===== src/rtl/pcie_ep_sched_if.sv =====
// Requester-side bundle of the endpoint TRN scheduler: level requests, driven flags,
// per-requester weights, and the scheduler's grant/ownership status.
interface pcie_ep_sched_if #(
  parameter int unsigned NUM_REQ  = 4,
  parameter int unsigned WEIGHT_W = 4
);
  logic [NUM_REQ-1:0]          req;
  logic [NUM_REQ-1:0]          drvn;
  logic [NUM_REQ*WEIGHT_W-1:0] weight;
  logic [NUM_REQ-1:0]          grant;
  logic [2:0]                  owner;
  logic                        owner_vld;
  logic                        forfeit;
  logic                        wdog_err;

  modport master (
    input  req, drvn, weight,
    output grant, owner, owner_vld, forfeit, wdog_err
  );

  modport slave (
    output req, drvn, weight,
    input  grant, owner, owner_vld, forfeit, wdog_err
  );
endinterface


===== src/rtl/pcie_ep_sched.sv =====
// pcie_ep_sched: weighted round-robin turn scheduler with one priority requester.
// Define PCIE_EP_SCHED_WDOG_EN to build the OWNED-cycle watchdog behind wdog_err.
module pcie_ep_sched #(
  parameter int unsigned NUM_REQ     = 4,
  parameter int unsigned WEIGHT_W    = 4,
  parameter int unsigned HIPRI_IDX   = 3,
  parameter int unsigned ACK_TIMEOUT = 16,
  parameter int unsigned MAX_OWN     = 4096
) (
  input  logic clk,
  input  logic rst,
  pcie_ep_sched_if.master bus
);
  localparam int unsigned TMR_W = $clog2(ACK_TIMEOUT + 1);

  if (NUM_REQ < 2 || NUM_REQ > 8 || HIPRI_IDX >= NUM_REQ || ACK_TIMEOUT < 1 ||
      MAX_OWN < 1 || MAX_OWN > 8191) begin : g_bad_cfg
    $error("pcie_ep_sched: unsupported parameter set");
  end

  typedef enum logic [2:0] {IDLE, GRANT, WAIT_ACK, OWNED, GAP} state_e;

  state_e              state_q, state_d;
  logic [NUM_REQ-1:0]  grant_q, grant_d;
  logic [2:0]          owner_q, owner_d;
  logic [2:0]          burst_q, burst_d;
  logic [2:0]          rr_ptr_q, rr_ptr_d;
  logic [WEIGHT_W-1:0] credit_q, credit_d;
  logic                hipri_last_q, hipri_last_d;
  logic [TMR_W-1:0]    tmr_q, tmr_d;

  logic [7:0]          req8, drvn8;
  logic                own_drvn;
  logic                win_ovr, win_burst;
  logic [2:0]          scan_base, win;
  logic [WEIGHT_W-1:0] load_w;
  logic [NUM_REQ-1:0]  win_oh;
  logic                found;

  function automatic logic [2:0] wrap_inc(input logic [2:0] v);
    if (32'(v) >= NUM_REQ - 1) return '0;
    return v + 3'd1;
  endfunction

  always_comb begin
    req8  = '0;
    drvn8 = '0;
    req8[NUM_REQ-1:0]  = bus.req;
    drvn8[NUM_REQ-1:0] = bus.drvn;
  end

  assign own_drvn = drvn8[owner_q];

  // Burst continuation tracks the last non-override winner, so an interrupt turn
  // slots into the middle of a burst without hijacking its remaining credit.
  always_comb begin
    win_ovr   = bus.req[HIPRI_IDX] && !hipri_last_q;
    win_burst = !win_ovr && (credit_q != '0) && req8[burst_q];
    scan_base = rr_ptr_q;
    if (credit_q != '0 && !req8[burst_q]) scan_base = wrap_inc(burst_q);
    win   = '0;
    found = 1'b0;
    for (int unsigned k = 0; k < NUM_REQ; k++) begin
      int unsigned idx;
      idx = 32'(scan_base) + k;
      if (idx >= NUM_REQ) idx = idx - NUM_REQ;
      if (!found && req8[3'(idx)]) begin
        win   = 3'(idx);
        found = 1'b1;
      end
    end
    if (win_ovr)        win = 3'(HIPRI_IDX);
    else if (win_burst) win = burst_q;
    load_w = '0;
    win_oh = '0;
    for (int unsigned k = 0; k < NUM_REQ; k++) begin
      if (3'(k) == win) begin
        load_w    = bus.weight[k*WEIGHT_W +: WEIGHT_W];
        win_oh[k] = 1'b1;
      end
    end
    if (load_w == '0) load_w = WEIGHT_W'(1);
  end

  always_ff @(posedge clk) begin
    if (rst) begin
      state_q      <= IDLE;
      grant_q      <= '0;
      owner_q      <= '0;
      burst_q      <= '0;
      rr_ptr_q     <= '0;
      credit_q     <= '0;
      hipri_last_q <= 1'b0;
      tmr_q        <= '0;
    end else begin
      state_q      <= state_d;
      grant_q      <= grant_d;
      owner_q      <= owner_d;
      burst_q      <= burst_d;
      rr_ptr_q     <= rr_ptr_d;
      credit_q     <= credit_d;
      hipri_last_q <= hipri_last_d;
      tmr_q        <= tmr_d;
    end
  end

  always_comb begin
    state_d      = state_q;
    grant_d      = '0;
    owner_d      = owner_q;
    burst_d      = burst_q;
    rr_ptr_d     = rr_ptr_q;
    credit_d     = credit_q;
    hipri_last_d = hipri_last_q;
    tmr_d        = '0;
    unique case (state_q)
      IDLE: begin
        if (bus.drvn == '0 && bus.req != '0) begin
          state_d      = GRANT;
          grant_d      = win_oh;
          owner_d      = win;
          hipri_last_d = win_ovr;
          if (!win_ovr) begin
            burst_d  = win;
            credit_d = (win_burst ? credit_q : load_w) - WEIGHT_W'(1);
            if (credit_d == '0) rr_ptr_d = wrap_inc(win);
          end
        end
      end
      GRANT: state_d = WAIT_ACK;
      WAIT_ACK: begin
        if (own_drvn) begin
          state_d = OWNED;
        end else if (tmr_q == TMR_W'(ACK_TIMEOUT - 1)) begin
          state_d  = GAP;
          credit_d = '0;
          rr_ptr_d = wrap_inc(owner_q);
        end else begin
          tmr_d = tmr_q + TMR_W'(1);
        end
      end
      OWNED: if (!own_drvn) state_d = GAP;
      GAP:   state_d = IDLE;
      default: state_d = IDLE;
    endcase
  end

`ifdef PCIE_EP_SCHED_WDOG_EN
  logic [12:0] own_cnt_q, own_cnt_d;
  logic        wdog_q, wdog_d;

  always_comb begin
    own_cnt_d = '0;
    wdog_d    = wdog_q;
    if (state_q == OWNED) begin
      own_cnt_d = (own_cnt_q == '1) ? own_cnt_q : own_cnt_q + 13'd1;
      if (own_cnt_q == 13'(MAX_OWN - 1)) wdog_d = 1'b1;
    end
  end

  always_ff @(posedge clk) begin
    if (rst) begin
      own_cnt_q <= '0;
      wdog_q    <= 1'b0;
    end else begin
      own_cnt_q <= own_cnt_d;
      wdog_q    <= wdog_d;
    end
  end
`else
  logic wdog_q;
  assign wdog_q = 1'b0;
`endif

  always_comb begin
    bus.grant     = grant_q;
    bus.owner     = owner_q;
    bus.owner_vld = (state_q == GRANT) || (state_q == WAIT_ACK) || (state_q == OWNED);
    bus.forfeit   = (state_q == WAIT_ACK) && !own_drvn && (tmr_q == TMR_W'(ACK_TIMEOUT - 1));
    bus.wdog_err  = wdog_q;
  end
endmodule


===== src/flat_wrapper.sv =====
// flat-port wrapper written by rule: the top's interface ports become plain ports
module pcie_ep_sched_flat 
#(
  parameter int unsigned NUM_REQ     = 4,
  parameter int unsigned WEIGHT_W    = 4,
  parameter int unsigned HIPRI_IDX   = 3,
  parameter int unsigned ACK_TIMEOUT = 16,
  parameter int unsigned MAX_OWN     = 4096
)
  (clk, rst, bus_req, bus_drvn, bus_weight, bus_grant, bus_owner, bus_owner_vld, bus_forfeit, bus_wdog_err);
  pcie_ep_sched_if #(.NUM_REQ(NUM_REQ), .WEIGHT_W(WEIGHT_W)) bus_i ();
  input  logic clk;
  input  logic rst;
  input wire logic [$bits(bus_i.req)-1:0] bus_req;
  input wire logic [$bits(bus_i.drvn)-1:0] bus_drvn;
  input wire logic [$bits(bus_i.weight)-1:0] bus_weight;
  output wire logic [$bits(bus_i.grant)-1:0] bus_grant;
  output wire logic [$bits(bus_i.owner)-1:0] bus_owner;
  output wire logic [$bits(bus_i.owner_vld)-1:0] bus_owner_vld;
  output wire logic [$bits(bus_i.forfeit)-1:0] bus_forfeit;
  output wire logic [$bits(bus_i.wdog_err)-1:0] bus_wdog_err;
  assign bus_i.req = bus_req;
  assign bus_i.drvn = bus_drvn;
  assign bus_i.weight = bus_weight;
  assign bus_grant = bus_i.grant;
  assign bus_owner = bus_i.owner;
  assign bus_owner_vld = bus_i.owner_vld;
  assign bus_forfeit = bus_i.forfeit;
  assign bus_wdog_err = bus_i.wdog_err;
  pcie_ep_sched #(.NUM_REQ(NUM_REQ), .WEIGHT_W(WEIGHT_W), .HIPRI_IDX(HIPRI_IDX), .ACK_TIMEOUT(ACK_TIMEOUT), .MAX_OWN(MAX_OWN)) u_core (.clk(clk), .rst(rst), .bus(bus_i));
endmodule

===== config.mk =====
export PLATFORM = sky130hd
export DESIGN_NAME = pcie_ep_sched_flat
export DESIGN_NICKNAME = d
export VERILOG_FILES = /design/src/rtl/pcie_ep_sched_if.sv /design/src/rtl/pcie_ep_sched.sv /design/src/flat_wrapper.sv
export SDC_FILE = /design/constraint.sdc
export NUM_CORES = 1
export LEC_CHECK = 0
export ABC_AREA = 1
export CAP_MARGIN = 20
export CORE_AREA = 2 2 66 68
export DETAILED_ROUTE_END_ITERATION = 6
export DIE_AREA = 0 0 68 70
export GPL_ROUTABILITY_DRIVEN = 0
export HOLD_SLACK_MARGIN = 0.03
export PLACE_DENSITY = 0.78
export RECOVER_POWER = 50
export SKIP_LAST_GASP = 1
export SYNTH_ARGS = -nofsm -noshare
export SYNTH_HDL_FRONTEND = slang
export SYNTH_SLANG_ARGS = --single-unit

===== constraint.sdc =====
create_clock -name clk -period 5.72 [get_ports clk]
set_clock_uncertainty 0.15 [all_clocks]
set_input_delay 1.144 -clock clk [delete_from_list [all_inputs] [get_ports clk]]
set_output_delay 1.144 -clock clk [all_outputs]
set_load 0.01 [all_outputs]

==> results.toml, run 1 <==
[outcome]
status = "finished, final reports clean"

[placement]
port_buffers = 34
dpl_cell_area_um2 = 2480
place_hpwl_um = 3940

[yosys]
ys.warnings.count = 0
synth_compound_area_share_pct = 13.1
synth_top_cell_by_area = "dfxtp_1"
synth.area.mux_share_pct = 0
synthXorXnorAreaFrac_pct = 1.21
synthCells = 323
synth-simple-area-share_pct = 40.5
avgSynthCellArea_um2 = 6.41
synth_top_area_share_pct = 25.1
synth_top_family_by_area = "simple AND/OR/NAND/NOR gates"
synth-adder-area-share_pct = 9.06
synth.distinct_cells = 31
synth.area.top_cells = "dfxtp_1, nand2_1, ha_1"
synth_nets = 364
ys_seq_elements = 26
synth.cell_area_um2 = 2070
synth-seq-area-share_pct = 25.1

[final_layout]
finalNetCount = 403
multi_input_area_um2 = 1360
drive_above_1_share_pct = 15.0
nFillCells = 392
antenna_cells = 0
regArea_um2 = 520
final_common_cell = "nand2_1"
syn2layout_area_growth_pct = 24.5
stdcell_area_um2 = 2580
final_cell_mix = "nand2_1, inv_1, nor2_1"

[floorplanning]
placement_rows = 24
dieHeight_um = 70
dieArea_um2 = 4760
core_um2 = 4140
initial_utilization_pct = 50.0
fp.dieW_um = 68
io_pins = 36

[cts]
cts_sinks = 26
h-tree-depth = 1
clkSlewWorstSetupHoldPaths_ns = 0.09
cts_buffer_depth = 2
cts_resized = 0
hold_buffers = 0
cts-root-buf = "clkbuf_8"
post_cts_buffers = 0
tritoncts = "done"
clkLatencyLatePin_ns = 0.28
cts_made_buffers = 3

[worst_hold_path]
hp-start = "u_core.tmr_q[0]"
min_path_type = "reg -> reg"

[grt]
grt_pass1_wl_um = 8050
grt_util_all_layers_pct = 21.3
grt_pass1_vias = 1959
grt_overflow = 0
antenna_found_initial = 0
grt_max_degree = 16

[sta]
max_freq_mhz = 188
timing.final.crit_share_pct = 92.9
period_needed_ns = 5.31
setup_violations = 0
hold_ws_ns = 0.300
drv_slew = 0
relSlewSlack_pct = 64.6
finalHoldViolCount = 0
tightest_slew_ns = 0.529

[critical_path]
crit_fanout = 8
startpoint_type = "input port"
critPathKind = "in -> reg"
rr_startpoint = "u_core.burst_q[0]"
crit_path_end_kind = "register"
arrival_ns = 5.34
worstPathRequired_ns = 5.75
cp-startpoint = "bus_req[1]"
cpMostUsedCell = "nand2_1"
crit_slowest_cell = "clkdlybuf4s50_1"
cp_slowest_stage_delay_ns = 0.54

[detailed_routing]
drt_pre_antenna_iters = 4
antenna_left = 0
drc = 0
drtIter0Drc = 105
vias = 2089
vias_per_cell = 5.06
wirelength_um = 4860
routedWlPerCell_um = 11.8

[flow_run]
drv_cap = 0
==> critical path: cells and delay by family <==
family          cells  cell delay [ns]
compound gates      4             0.42
simple gates       23             1.81
fa+ha+maj           4             0.84
xor+xnor            1             0.16
buf+inv             6             0.94
==> path summary, 6_finish.rpt <==
path | endpoint | slack (ns) | cells after the start
min reg2reg | u_core.tmr_q[0] | 0.30 | 1
min | u_core.tmr_q[0] | 0.30 | 1
max | u_core.rr_ptr_q[0] | 0.41 | 38
max reg2reg | u_core.rr_ptr_q[0] | 1.12 | 38
==> logic make-up (layout without fill, tap and decap cells) <==
kind of cell,count (synthesis),count (layout)
XOR/XNOR,2,2
AND/OR/NAND/NOR,172,172
AO/OA/AOI/OAI,48,48
adder cells (fa/ha/maj),15,15
buffers and inverters,58,96
other,2,2
flip-flops,26,26
==> cell usage after synthesis <==
master / instances
nand2_1: 66
inv_1: 50
nor2_1: 40
nand3_1: 27
dfxtp_1: 26
o21ai_0: 20
a21oi_1: 17
ha_1: 15
nand2_2: 14
inv_2: 6
nand2_4: 6
nand3_2: 6
o22ai_1: 4
nor3_1: 3
a21oi_2: 2
conb_1: 2
nand4_1: 2
nor2_2: 2
nor2_4: 2
o21ai_1: 2
a21oi_4: 1
buf_4: 1
clkbuf_1: 1
nand3b_1: 1
nor3b_1: 1
nor4_1: 1
o21ai_2: 1
o32ai_1: 1
or2_1: 1
xor2_1: 1
xor2_2: 1
==> metrics by stage <==
| step | cells | setup TNS [ns] | worst slack [ns] | utilization (%) |
|---|---|---|---|---|
| after floorplan | 323 | 0 | 0.861 | - |
| after global placement | 409 | 0 | 0.0785 | 59.9 |
| after detailed placement | 409 | -0.0154 | -0.00940 | 59.9 |
| after CTS | 413 | 0 | 0.262 | 61.6 |
| after global routing | 413 | -0.0168 | -0.0168 | 62.2 |
| final | 413 | 0 | 0.407 | 62.2 |
==> state kept, by name, summed over array words and instances, names as in the netlist <==
name                 flops
u_core.burst_q           3
u_core.credit_q          4
u_core.bus.grant         4
u_core.hipri_last_q      1
u_core.rr_ptr_q          3
u_core.state_q           3
u_core.bus.owner         3
u_core.tmr_q             5
==> area by class of cell <==
cell class | instances | share of cell area [%]
flip-flops and latches | 26 | 20.2
well taps | 52 | 2.52
clock buffers | 3 | 1.60
repair buffers | 36 | 13.8
inverters | 56 | 8.15
multi-input cells | 239 | 52.6
clock inverters | 1 | 1.16
==> metal layers <==
metal	part of all wire, %	vias up	track usage (%)
li1	-	1100	-
met1	45	945	25.1
met2	51	33	38.4
met3	2.7	11	3.54
met4	1.9	0	6.22
met5	0	-	0
Power of run 1 is left out: the tool's default activity adds up to more than one toggle a clock period on the data nets, which glitch-free logic cannot reach.
==> run 2: changes to the inputs <==
--- a/config.mk
+++ b/config.mk
@@ -14,6 +14,7 @@
 export HOLD_SLACK_MARGIN = 0.03
 export PLACE_DENSITY = 0.78
 export RECOVER_POWER = 50
+export SKIP_CTS_REPAIR_TIMING = 1
 export SKIP_LAST_GASP = 1
 export SYNTH_ARGS = -nofsm -noshare
 export SYNTH_HDL_FRONTEND = slang
==> results of run 2 <==
Same layout as run 1: the final DEF is identical, and so are final timing and power.
Power of run 2 is left out for the same reason.
==> run 3: changes to the inputs <==
--- a/config.mk
+++ b/config.mk
@@ -16,6 +16,7 @@
 export RECOVER_POWER = 50
 export SKIP_CTS_REPAIR_TIMING = 1
 export SKIP_LAST_GASP = 1
+export SLEW_MARGIN = 20
 export SYNTH_ARGS = -nofsm -noshare
 export SYNTH_HDL_FRONTEND = slang
 export SYNTH_SLANG_ARGS = --single-unit
==> results of run 3 <==
Same layout as run 1: the final DEF is identical, and so are final timing and power.
Power of run 3 is left out for the same reason.
